$ cat src/rtl/memory_access_stage.sv
// Y86-64 memory stage: classifies the M-register instruction and runs a single
// outstanding request/ack data-memory access, producing m_valM and m_stat.
module memory_access_stage #(
    parameter int MEM_BYTES      = 65536,
    parameter int TIMEOUT_CYCLES = 255
) (
    input  logic        clk_i,
    input  logic        rst_i,
    input  logic        M_stall_i,
    input  logic [2:0]  M_stat_i,
    input  logic [3:0]  M_icode_i,
    input  logic [63:0] M_valE_i,
    input  logic [63:0] M_valA_i,
    input  logic [3:0]  M_dstE_i,
    input  logic [3:0]  M_dstM_i,
    output logic        dmem_req_o,
    output logic        dmem_we_o,
    output logic [63:0] dmem_addr_o,
    output logic [63:0] dmem_wdata_o,
    input  logic        dmem_ack_i,
    input  logic [63:0] dmem_rdata_i,
    input  logic        dmem_err_i,
    output logic        m_busy_o,
    output logic [2:0]  m_stat_o,
    output logic [63:0] m_valM_o,
    output logic [3:0]  m_icode_o,
    output logic [63:0] m_valE_o,
    output logic [3:0]  m_dstE_o,
    output logic [3:0]  m_dstM_o
);
    localparam logic [3:0]  IRMMOVQ = 4'h4;
    localparam logic [3:0]  IMRMOVQ = 4'h5;
    localparam logic [3:0]  ICALL   = 4'h8;
    localparam logic [3:0]  IRET    = 4'h9;
    localparam logic [3:0]  IPUSHQ  = 4'hA;
    localparam logic [3:0]  IPOPQ   = 4'hB;
    localparam logic [2:0]  SAOK    = 3'd1;
    localparam logic [2:0]  SADR    = 3'd2;
    localparam logic [63:0] ADDR_MAX   = 64'(MEM_BYTES - 8);
    localparam logic [7:0]  TIMEOUT_TC = 8'(TIMEOUT_CYCLES);

    typedef enum logic [1:0] {
        S_IDLE = 2'd0,
        S_WAIT = 2'd1,
        S_DONE = 2'd2
    } state_e;

    state_e      state_q, state_d;
    logic        req_q, req_d;
    logic        we_q, we_d;
    logic [63:0] addr_q, addr_d;
    logic [63:0] wdata_q, wdata_d;
    logic [63:0] valM_q, valM_d;
    logic [2:0]  stat_q, stat_d;
    logic [7:0]  cnt_q, cnt_d;

    logic        is_rd, is_wr, in_class, stat_ok, addr_ok, need;
    logic [63:0] addr;

    always_comb begin
        is_rd    = (M_icode_i == IMRMOVQ) || (M_icode_i == IPOPQ) || (M_icode_i == IRET);
        is_wr    = (M_icode_i == IRMMOVQ) || (M_icode_i == IPUSHQ) || (M_icode_i == ICALL);
        in_class = is_rd || is_wr;
        // Pops and returns read through the stack pointer carried in valA.
        addr     = ((M_icode_i == IPOPQ) || (M_icode_i == IRET)) ? M_valA_i : M_valE_i;
        stat_ok  = (M_stat_i == SAOK);
        addr_ok  = (addr <= ADDR_MAX);
        need     = in_class && stat_ok && addr_ok;
    end

    always_comb begin
        state_d  = state_q;
        req_d    = req_q;
        we_d     = we_q;
        addr_d   = addr_q;
        wdata_d  = wdata_q;
        valM_d   = valM_q;
        stat_d   = stat_q;
        cnt_d    = cnt_q;
        m_busy_o = 1'b0;
        m_stat_o = M_stat_i;
        m_valM_o = 64'd0;
        case (state_q)
            S_IDLE: begin
                if (need) begin
                    m_busy_o = 1'b1;
                    state_d  = S_WAIT;
                    req_d    = 1'b1;
                    we_d     = is_wr;
                    addr_d   = addr;
                    wdata_d  = M_valA_i;
                    cnt_d    = 8'd0;
                end else if (in_class && stat_ok) begin
                    m_stat_o = SADR;
                end
            end
            S_WAIT: begin
                m_busy_o = 1'b1;
                if (dmem_ack_i) begin
                    req_d   = 1'b0;
                    state_d = S_DONE;
                    if (dmem_err_i) begin
                        stat_d = SADR;
                        valM_d = 64'd0;
                    end else begin
                        stat_d = SAOK;
                        valM_d = we_q ? 64'd0 : dmem_rdata_i;
                    end
                end else begin
                    cnt_d = cnt_q + 8'd1;
                    if (cnt_d == TIMEOUT_TC) begin
                        req_d   = 1'b0;
                        stat_d  = SADR;
                        valM_d  = 64'd0;
                        state_d = S_DONE;
                    end
                end
            end
            S_DONE: begin
                // Holding here while stalled keeps the same instruction from issuing twice.
                m_stat_o = stat_q;
                m_valM_o = valM_q;
                if (!M_stall_i) begin
                    state_d = S_IDLE;
                end
            end
            default: begin
                state_d = S_IDLE;
            end
        endcase
    end

    always_ff @(posedge clk_i or posedge rst_i) begin
        if (rst_i) begin
            state_q <= S_IDLE;
            req_q   <= 1'b0;
            we_q    <= 1'b0;
            addr_q  <= 64'd0;
            wdata_q <= 64'd0;
            valM_q  <= 64'd0;
            stat_q  <= 3'd0;
            cnt_q   <= 8'd0;
        end else begin
            state_q <= state_d;
            req_q   <= req_d;
            we_q    <= we_d;
            addr_q  <= addr_d;
            wdata_q <= wdata_d;
            valM_q  <= valM_d;
            stat_q  <= stat_d;
            cnt_q   <= cnt_d;
        end
    end

    assign dmem_req_o   = req_q;
    assign dmem_we_o    = we_q;
    assign dmem_addr_o  = addr_q;
    assign dmem_wdata_o = wdata_q;

    assign m_icode_o = M_icode_i;
    assign m_valE_o  = M_valE_i;
    assign m_dstE_o  = M_dstE_i;
    assign m_dstM_o  = M_dstM_i;
endmodule

$ cat config.mk
export PLATFORM = sky130hd
export DESIGN_NAME = memory_access_stage
export DESIGN_NICKNAME = d
export VERILOG_FILES = /design/src/rtl/memory_access_stage.sv
export SDC_FILE = /design/constraint.sdc
export NUM_CORES = 1
export LEC_CHECK = 0
export CAP_MARGIN = 10
export CORE_AREA = 2 2 189 191
export CTS_CLUSTER_DIAMETER = 100
export DETAILED_ROUTE_END_ITERATION = 12
export DIE_AREA = 0 0 191 193
export HOLD_SLACK_MARGIN = 0.1
export SETUP_SLACK_MARGIN = 0.02
export SLEW_MARGIN = 40
export SYNTH_ARGS = -nofsm -noshare
export SYNTH_HDL_FRONTEND = slang
export SYNTH_SLANG_ARGS = --single-unit
$ cat constraint.sdc
create_clock -name clk_i -period 9.3 [get_ports clk_i]
set_input_delay 1.86 -clock clk_i [delete_from_list [all_inputs] [get_ports clk_i]]
set_output_delay 1.86 -clock clk_i [all_outputs]
set_load 0.01 [all_outputs]
Word level (Yosys, flattened, before mapping). Cells that the tools add are included. W data, S select, Z words.

Input bits: 212. Word-level logic and storage cells: 66. Bits in registers: 207. Output and inout port bits: 274.

Muxes and demuxes: 26. Eq/ne operators: 14. Order comparisons: 1. Add/sub/neg operators: 1. Reductions and logical operators: 16.

Operator list (number): $mux W64 (6); $le A64 B16 Y1 const B (1); $eq A4 B4 Y1 const B (4); $mux W8 (2); $pmux W8 S2 (1); $mux W3 (4); $mux W2 (5); $reduce_and A3 Y1 (3); $add A8 B1 Y8 const B (1); $eq A4 B3 Y1 const B (2); $eq A8 B8 Y1 const B (1); $logic_or A1 B1 Y1 (6); $ne A2 B2 Y1 const B (3); $pmux W2 S3 (1); $pmux W3 S2 (1); $mux W1 (4); $pmux W1 S2 (2); $reduce_and A2 Y1 (2); $reduce_bool A2 Y1 (2); $eq A3 B1 Y1 const B (1); $ne A3 B3 Y1 const B (1); $eq A2 B1 Y1 const B (1); $eq A2 B2 Y1 const B (1); $logic_and A1 B1 Y1 (2); $logic_not A2 Y1 (1).

Logic depth before layout (Yosys ltp).
Word-level depth: 8. Gate-level depth with buffers: 9. Depth with buffers taken out: 7.

Worst setup path after synthesis. OpenSTA, ideal clock, no wires.

Path type: input -> output. Start point: input port M_icode_i[2]. End point: output port m_busy_o. Required time: 7.440 ns. Slack: 4.046 ns. Stages: 6. Buffers on the path: 1. Data arrival time: 3.394 ns. Cell sequence: nand3b_1 -> buf_2 -> o21ai_1 -> o211ai_1 -> or3b_2 -> o31ai_1.

Cells in the longest elaborated chain, start to end: 8. Elaborated cells between the ends (all ways): 18. Classes of those cells: order compare: 1; eq/ne: 6; mux: 3; reduce/logical: 8.

Ends and longest elaborated chain: start, declared (RTL line 11) `input logic [3:0] M_icode_i,`; parallel branches: the longest is 5 deep, another holds $le A64 B16 Y1; $logic_and A1 B1 Y1 (*) (RTL line 68) `need = in_class && stat_ok && addr_ok;`; $mux W1 (*) (RTL line 85) `if (need) begin`; $pmux W1 S2 (*) (RTL line 83) `case (state_q)`; end, declared (RTL line 23) `output logic m_busy_o,`.

Mark *: on every way between the ends.

Final worst setup path.
Start point: input port M_valE_i[21]. End point: output port m_busy_o.

Cells in the longest elaborated chain, start to end: 5.

Ends and longest elaborated chain: start, declared (RTL line 12) `input logic [63:0] M_valE_i,`; $mux W64 (RTL line 65) `addr = ((M_icode_i == IPOPQ) || (M_icode_i == IRET)) ? M_valA_i : M_valE_i;`; $le A64 B16 Y1 (RTL line 67) `addr_ok = (addr <= ADDR_MAX);`; $logic_and A1 B1 Y1 (RTL line 68); $mux W1 (RTL line 85); $pmux W1 S2 (RTL line 83).

No other way between the ends.

==> flow_summary.yaml <==
clock_network:
  cts-resized-gates: 0
  path_clk_slew_ns: 0.05
  cts.htree.levels: 1
  cts_tree: "done"
  cts_buffer_depth: 3
  clockRootBuffer: "clkbuf_16"
  cts_hold_buf: 0
  postCtsSetupBuffers: 0
  cts_buffers: 26
  clk_latency_ns: 0.53
  clock-sinks: 206
floorplan:
  die_area_um2: 36900
  rows: 69
  ios: 486
  core_um2: 35000
  chipWidth_um: 191
  fp.dieH_um: 193
  initial_core_util_pct: 26.1
power:
  p_leak_nw: 6.48
  ir_worst_vdd_mv: 0.114
  total_power_w: 0.00206
  powerDensity_nw_per_um2: 142
worst_setup_path:
  cp-end-kind: "primary output"
  r2r_slack_ns: 6.59
  worstSetupEndpoint: "m_busy_o"
  start_kind: "input pin"
  critPathArrivalTime_ns: 4.94
  crit_chain: "clkdlybuf4s50_1 -> nor4_1 -> nand4_1 -> o21ai_1 -> o211ai_1 -> or3b_2 -> o31ai_1 -> clkdlybuf4s50_1"
  worstPathRequired_ns: 7.44
  cp-startpoint: "M_valE_i[21]"
  r2r_start: "state_q[0]$_DFFE_PP0P_"
  r2r_cells: 5
  critPathMaxFanout: 3
  crit_slowest_cell: "nor4_1"
  r2r_end: "dmem_wdata_o[59]$_DFFE_PP0P_"
  worst_path_most_repeated_cell: "clkdlybuf4s50_1"
  worst-setup-path-type: "input pin to primary output"
  slowest_delay_ns: 0.66
global_route:
  grt_pass1_wl_um: 47700
  grt-ovfl-total: 0
  grt_usage_pct: 17.2
  grt_pass1_vias: 7373
  grt_start_max_net_pins: 86
  antenna_found_initial: 1
placed_design:
  place_congestion: 0.950
  preCtsSetupSlack_ns: 2.41
  port_buffers: 469
  dp_hpwl_um: 25000
yosys:
  syn_inst: 721
  synth.top_cell.area_share_pct: 56.6
  yosys-top-cells-area: "dfrtp_1 57%, mux2_1 8.7%, buf_4 6.3%"
  synthAdderAreaFrac_pct: 0.275
  async_flop_share_pct: 100
  synth_top_family_by_area: "simple AND/OR/NAND/NOR gates"
  synth.top_cells.by_count: "206 x dfrtp_1, 77 x buf_4, 70 x mux2_1"
  avgSynthCellArea_um2: 12.6
  yosys_warnings: 0
  syn_nets: 935
  synth_top_area_cell: "dfrtp_1"
  synth-xor-area-share_pct: 0.192
  synth_compound_area_share_pct: 8.51
  ys.flop_type: "dfrtp_1"
  synth-simple-area-share_pct: 13.1
  seq_area_frac_synth_pct: 56.6
  synth_enable_flop_cells: 0
  muxShareOfSynthArea_pct: 12.2
  syn_area_um2: 9110
  synth.most_common_cell: "dfrtp_1"
  synth_seq_cells: 206
  yosysUniqueCellTypes: 49
drt:
  viasPerCell: 4.45
  drtAntennaViolNets: 0
  dr.first_iter.drc_count: 252
  wirelength_um: 33500
  vias: 7070
  wl_per_cell_um: 21.0
  first_pass_iters: 4
  post-route-drc-count: 0
timing:
  finalMaxSlewViolations: 0
  fin_skew_ns: 0.0168
  finalSetupTns_ns: 0
  setup_viol: 0
  period_share_pct: 73.2
  slew_headroom_pct: 47.8
  hold_violations: 0
  timing.fmax_ghz: 0.147
  worst_slack_ns: 2.50
  tightest_slew_ns: 0.774
  rsz0062_at_grt: "no"
  period_needed_ns: 6.80
worst_hold_path:
  min_path_type: "flip-flop to flip-flop"
cells_and_area:
  fillers: 3343
  multiInputGateArea_um2: 3140
  area_growth_pct: 59.2
  layout-drive-gt1-share_pct: 7.45
  seqCellArea_um2: 5150
  final_net_count: 1326
flow_run:
  drv_cap: 0
outcome:
  outcome: "complete, no violations"
[area by class of cell]
type	instances	area share [%]
flip-flops and latches	206	35.5
well taps	461	3.98
clock inverters	5	0.276
repair buffers	478	32.9
clock buffers	39	5.44
diodes	1	0.0172
multi-input cells	394	21.6
inverters	6	0.207
[power by group]
part           leakage, nW  internal [W]  switching [W]  total [W]
registers             2.86      0.000897    0.000000652   0.000898
logic                 3.21      0.000110      0.0000755   0.000186
clock network        0.413      0.000581       0.000397   0.000978
total                 6.48       0.00159       0.000473    0.00206
[worst max-delay path, delay by kind of cell]
kind | cells | cell delay [ns]
compound gates | 3 | 0.53
buf+inv | 2 | 1.06
simple gates | 3 | 1.49
[stage by stage]
| step | util (%) | std cells | cell area [um2] | hold WS, ns |
|---|---|---|---|---|
| detailed placement | 39.1 | 1545 | 13700 | 0.471 |
| finish | 41.5 | 1590 | 14500 | 0.480 |
| floorplan | - | 721 | 9110 | 0.450 |
| CTS | 41.5 | 1589 | 14500 | 0.484 |
| global route | 41.5 | 1590 | 14500 | 0.498 |
| global placement | 39.1 | 1545 | 13700 | 0.462 |
[kinds of logic (layout without fill, tap and decap cells)]
logic type,Yosys count,in the layout
fa+ha+maj,2,2
simple gates,195,195
xor+xnor,2,2
buf+inv,121,528
mux,99,99
flops,206,206
other cells,0,1
compound gates,96,96
[registers in the layout (all words and copies together), names as in the netlist]
name	count
dmem_addr_o	64
dmem_wdata_o	64
valM_q	64
cnt_q	8
stat_q	2
state_q	2
dmem_req_o	1
dmem_we_o	1
[layout by cell type (no fill, tap or decap), types with 2 or more instances in the layout]
master / n
clkbuf_1: 4
buf_6: 3
a21oi_1: 4
clkinv_2: 3
o211ai_1: 3
o21bai_1: 2
nand2_1: 16
or3_1: 2
clkbuf_8: 9
and4_1: 3
a22o_1: 64
mux2i_1: 2
a21o_1: 4
buf_4: 6
mux2_2: 27
o21ai_0: 7
mux2_1: 70
nand3_1: 7
clkbuf_16: 26
nor4_1: 25
nand2b_1: 2
nor2b_1: 50
clkdlybuf4s50_1: 469
nor3_1: 6
inv_1: 4
o22ai_1: 2
a31oi_1: 3
ha_1: 2
nor2_1: 4
dfrtp_1: 206
nand4_1: 7
and2_1: 64
[worst min path at each step]
stage / startpoint / to / slack (ns) / cells past startpoint
after floorplan: stat_q[0]$_DFFE_PP0P_ / stat_q[0]$_DFFE_PP0P_ / 0.45 / 1
after global placement: stat_q[0]$_DFFE_PP0P_ / stat_q[0]$_DFFE_PP0P_ / 0.46 / 1
after detailed placement: stat_q[0]$_DFFE_PP0P_ / stat_q[0]$_DFFE_PP0P_ / 0.47 / 1
after CTS: stat_q[0]$_DFFE_PP0P_ / stat_q[0]$_DFFE_PP0P_ / 0.48 / 1
after global routing: dmem_wdata_o[39]$_DFFE_PP0P_ / dmem_wdata_o[39]$_DFFE_PP0P_ / 0.50 / 1
final: dmem_wdata_o[34]$_DFFE_PP0P_ / dmem_wdata_o[34]$_DFFE_PP0P_ / 0.48 / 1
[routing by layer]
layer / track usage [%] / routed length, um / part of all wire, % / vias to the layer above
met5: 0 / 0 / 0 / -
met4: 6.44 / 1110 / 3.3 / 0
met3: 5.59 / 3120 / 9.3 / 51
met2: 28.7 / 15700 / 47 / 356
met1: 20.8 / 13500 / 40 / 3417
li1: - / - / - / 3246
Power figures use the tool's default switching activity.
